$ cat src/rtl/pdm_pkg.sv
// pdm_pkg: shared FSM state type and parameter range limits for the PDM DDR deserializer
package pdm_pkg;
  typedef enum logic [1:0] {IDLE, FLUSH, RUN} state_t;
  localparam int NUM_LINES_MIN = 1;
  localparam int NUM_LINES_MAX = 4;
  localparam int WORD_W_MIN = 4;
  localparam int WORD_W_MAX = 32;
endpackage

$ cat src/rtl/pdm_ddr_cap.sv
// pdm_ddr_cap: one PDM line, rising/falling-edge sampling retimed to rising clk (PDM_DESER_LR_SWAP_EN swaps R/L)
module pdm_ddr_cap (
  input  logic clk,
  input  logic rst,
  input  logic din,
  output logic r,
  output logic l
);
  logic rise_q, fall_q, rise_rt, fall_rt;
  // rising-edge sample
  always_ff @(posedge clk or posedge rst)
    if (rst) rise_q <= 1'b0;
    else rise_q <= din;
  // falling-edge sample
  always_ff @(negedge clk or posedge rst)
    if (rst) fall_q <= 1'b0;
    else fall_q <= din;
  // retime both samples onto the rising edge so they reach the shifter together
  always_ff @(posedge clk or posedge rst)
    if (rst) begin
      rise_rt <= 1'b0;
      fall_rt <= 1'b0;
    end else begin
      rise_rt <= rise_q;
      fall_rt <= fall_q;
    end
`ifdef PDM_DESER_LR_SWAP_EN
  assign r = fall_rt;
  assign l = rise_rt;
`else
  assign r = rise_rt;
  assign l = fall_rt;
`endif
endmodule

$ cat src/rtl/pdm_ddr_deser.sv
// pdm_ddr_deser: multi-line DDR PDM deserializer with flush, word handshake and sticky overflow (option PDM_DESER_LR_SWAP_EN)
module pdm_ddr_deser
  import pdm_pkg::*;
#(
  parameter int NUM_LINES = 2,
  parameter int WORD_W = 16
) (
  input  logic                          clk,
  input  logic                          rst,
  input  logic [NUM_LINES-1:0]          din,
  input  logic                          en,
  input  logic                          out_ready,
  output logic                          out_valid,
  output logic [2*NUM_LINES*WORD_W-1:0] out_data,
  input  logic                          ovf_clr,
  output logic                          ovf
);
  localparam int CH = 2 * NUM_LINES;
  localparam int CW = $clog2(WORD_W);
  logic [CH-1:0] bits;
  logic [CH*WORD_W-1:0] sr, nxt;
  state_t state;
  logic flush_cnt;
  logic [CW-1:0] cnt;
  logic shift, last;
  for (genvar i = 0; i < NUM_LINES; i++) begin : g_cap
    pdm_ddr_cap u_cap (
      .clk(clk),
      .rst(rst),
      .din(din[i]),
      .r(bits[2*i]),
      .l(bits[2*i+1])
    );
  end
  for (genvar i = 0; i < CH; i++) begin : g_nxt
    assign nxt[i*WORD_W +: WORD_W] = {sr[i*WORD_W +: WORD_W-1], bits[i]};
  end
  assign shift = en && state == RUN;
  assign last = shift && cnt == CW'(WORD_W - 1);
  // capture FSM: flush the retime pipeline, then shift whole words; en low discards the partial word
  always_ff @(posedge clk or posedge rst)
    if (rst) begin
      state <= IDLE;
      flush_cnt <= 1'b0;
      cnt <= '0;
      sr <= '0;
    end else if (!en) begin
      state <= IDLE;
      flush_cnt <= 1'b0;
      cnt <= '0;
      sr <= '0;
    end else
      case (state)
        IDLE: begin
          state <= FLUSH;
          flush_cnt <= 1'b0;
        end
        FLUSH: begin
          flush_cnt <= 1'b1;
          state <= flush_cnt ? RUN : FLUSH;
        end
        RUN: begin
          sr <= nxt;
          cnt <= last ? '0 : cnt + 1'b1;
        end
        default: state <= IDLE;
      endcase
  // output word register with valid/ready handshake and sticky overflow (set beats clear)
  always_ff @(posedge clk or posedge rst)
    if (rst) begin
      out_valid <= 1'b0;
      out_data <= '0;
      ovf <= 1'b0;
    end else begin
      if (last) out_data <= nxt;
      out_valid <= last | (out_valid & ~out_ready);
      ovf <= (last & out_valid & ~out_ready) | (ovf & ~ovf_clr);
    end
endmodule

$ cat config.mk
export PLATFORM = sky130hd
export DESIGN_NAME = pdm_ddr_deser
export DESIGN_NICKNAME = d
export VERILOG_FILES = /design/src/rtl/pdm_pkg.sv /design/src/rtl/pdm_ddr_cap.sv /design/src/rtl/pdm_ddr_deser.sv
export SDC_FILE = /design/constraint.sdc
export NUM_CORES = 1
export LEC_CHECK = 0
export CAP_MARGIN = 15
export CORE_ASPECT_RATIO = 1.4
export CORE_MARGIN = 2
export CORE_UTILIZATION = 55
export CTS_CLUSTER_DIAMETER = 200
export DETAILED_ROUTE_END_ITERATION = 10
export PLACE_DENSITY = 0.82
export SLEW_MARGIN = 20
export SYNTH_ARGS = -nofsm -noshare
export SYNTH_HDL_FRONTEND = slang
export SYNTH_SLANG_ARGS = --single-unit
$ cat constraint.sdc
create_clock -name clk -period 6.4 [get_ports clk]
set_input_delay 1.28 -clock clk [delete_from_list [all_inputs] [get_ports clk]]
set_output_delay 1.28 -clock clk [all_outputs]
set_load 0.01 [all_outputs]
==> metrics.txt <==
status=finished, final reports clean; Starting Density=a little under three fifths; largest net degree at the start of global routing=86; Worst path depth=1; Buf+Inv Stages, Crit Path=1; FP Rows=between 40 and 50; ys flop type=dfrtp_1; P_leak=between 3 and 4 nW; hold bufs inserted after CTS=0; H-tree depth=4; first-pass GRT wire length=17.5 mm; fin. max-slew vios=0; maximum vdd drop=about 200 µV; Cells after Synth=about 440; Yosys top cell by area=dfrtp_1; initial antenna violation count=0; die area=about 11000 µm²; CP top delay family=buffers and inverters; Worst-Margin Slew=a little under 1 ns; EDFF count, synth=0; wirelength, routed=between 10 and 15 mm; syn nets=451; top-count cell post-synth=dfrtp_1; crit path capture type=register; crit path cell chain=clkdlybuf4s50_1; total gr overflow=0; setup TNS=0 ns; RSZ-0062 raised after global routing=no; count of unique library cells instantiated by Yosys=28; 1st-iter DRT viols=~220; Hold Path Cell Cnt=0; routability cong.=just over 0.7; Synth Register Bits=approximately 140; Worst EP required=about 3.4 ns; CP startpoint kind=primary input; I/O pins=73; met2 WL post-DR=5.75 mm; layout cells sized above 1=a little under 20%; Worst path max stage delay=0.44 ns; Fin Clk Skew=0.0203 ns; Power Dens Cells=between 200 and 300 nW/µm²; total chip power=between 1.5 and 2 mW; Core ar.=between 9000 and 10000 µm²; vias in the first global route=between 3000 and 4000; worst min path class=reg2reg; global-route usage over all layers=20.9%; clock tree sinks=approximately 140; port bufs=72; worst-case reg-to-reg path depth=0; Final nets=~520; Max-slew headroom=35.8%; DR vias=about 3500; diode count=0; Worst-path clk slew=~0.06 ns; DR WL/cell=~16 µm; final setup vio count=0; Cell Count, Final, Fillers Out=658; Post-synth ARST share=100%; met3 WL post-DR=a little over 300 µm; Post-Place Cells=between 600 and 700; Die H=124 µm; Hold Vio Cnt, Final=0; post-DP HPWL=between 6 and 7 mm; DRT antenna net count=0; Syn Area/Cell=about 13 µm²; P&R area growth vs syn=25.0%; post-synth top area share=roughly three fifths; MaxCap Viol Count=0; dominant cells by area after synthesis=dfrtp_1 (62%), nand2_1 (8.3%), a21boi_0 (8.1%); arrival time worst endpoint=between 1.5 and 2 ns; # DRC=0; CP max stage cell=clkdlybuf4s50_1; CTS resizes=0; Longest Clk Path Bufs=2; Ys Warns=0; clock root cell=clkbuf_16; Seq/Total Area, Yosys=a little over three fifths; CTS tree=done; most frequent cells after synthesis=dfrtp_1 (139), nand2_1 (124), a21boi_0 (61); DR pass1 iterations=4; later-pin clock latency in the skew report=0.41 ns; CTS Buf Count=17; Via density=about 5.3; die width=between 80 and 90 µm; top routing layer used=met4; critical path class=in2reg; Max FO, Critical Path=2; Post-CTS Setup Inserts=0; post-synthesis cell area=~5600 µm²; DRT met1 WL=4.30 mm
==> sequential cells by signal, summed over array words and instances (netlist names), 2 cells and up <==
name	count
g_cap.u_cap.r	2
cnt	4
sr	60
state	2
g_cap.u_cap.rise_q	2
g_cap.u_cap.l	2
out_data	64
g_cap.u_cap.fall_q	2
==> final timing paths <==
kind | from | end | slack (ns)
min in group asynchronous | rst | out_data[26] | 1.16
max in group asynchronous | rst | g_cap[0].u_cap.fall_q | 1.92
max reg2reg | g_cap[0].u_cap.fall_q | g_cap[0].u_cap.l | 2.76
min | g_cap[1].u_cap.rise_q | g_cap[1].u_cap.r | 0.35
min reg2reg | g_cap[1].u_cap.rise_q | g_cap[1].u_cap.r | 0.35
max | din[0] | g_cap[0].u_cap.fall_q | 1.69
==> report_power, final <==
part | switching, mW | internal (mW) | total, mW
logic | 0.0315 | 0.0122 | 0.0436
clock network | 0.354 | 0.698 | 1.05
registers | 0.00391 | 0.897 | 0.901
total | 0.389 | 1.61 | 2.00
==> per-stage QoR <==
stage	cell area, µm²	utilization [%]	setup WS [ns]	hold WS, ns
6_report	7040	70.7	1.69	0.350
5_1_grt	7040	70.7	1.70	0.361
4_1_cts	7040	70.7	1.69	0.352
3_5_place_dp	6400	64.3	1.29	0.342
3_3_place_gp	6400	64.3	1.29	0.335
2_1_floorplan	5640	-	0.266	0.331
==> placed cells by master, fill, tap and decap left out, types with 2 or more instances in the layout <==
cell and instances:
bufinv_16 5, o21ai_0 2, mux2_2 36, nand2_1 124, clkdlybuf4s50_1 71, nand3b_1 2
dfrtp_1 139, a21boi_0 61, clkbuf_16 17, dfrtn_1 2, buf_4 4, clkinvlp_4 4
xnor2_1 2, clkbuf_1 2, and2_1 3, mux2_4 28, clkinv_2 2
==> cell families (layout without fill, tap and decap cells) <==
family	Yosys count	count (layout)	share of synthesized area, %
DFF	141	141	62.7
and+or+nand+nor	138	138	10.2
AOI/OAI and AO/OA	66	66	8.64
muxes	65	65	14.8
buffers and inverters	30	110	3.16
xor gates and xnor gates	2	2	0.311
adders and majority gates	1	1	0.222
==> metal layers <==
layer | global-route usage [%] | vias to the layer above
met4 | 7.37 | 0
met2 | 36.1 | 67
li1 | - | 1607
met1 | 25.0 | 1802
met3 | 5.77 | 9
met5 | 0 | -
==> cell type report <==
type | instances | area [µm²]
timing repair buffer | 77 | 757
inverter | 2 | 11.3
tap | 135 | 169
sequential | 141 | 3530
clock buffer | 20 | 447
fill | 680 | 2910
multi-input combinational | 272 | 1940
clock inverter | 11 | 191
(Power assumes the default switching activity.)
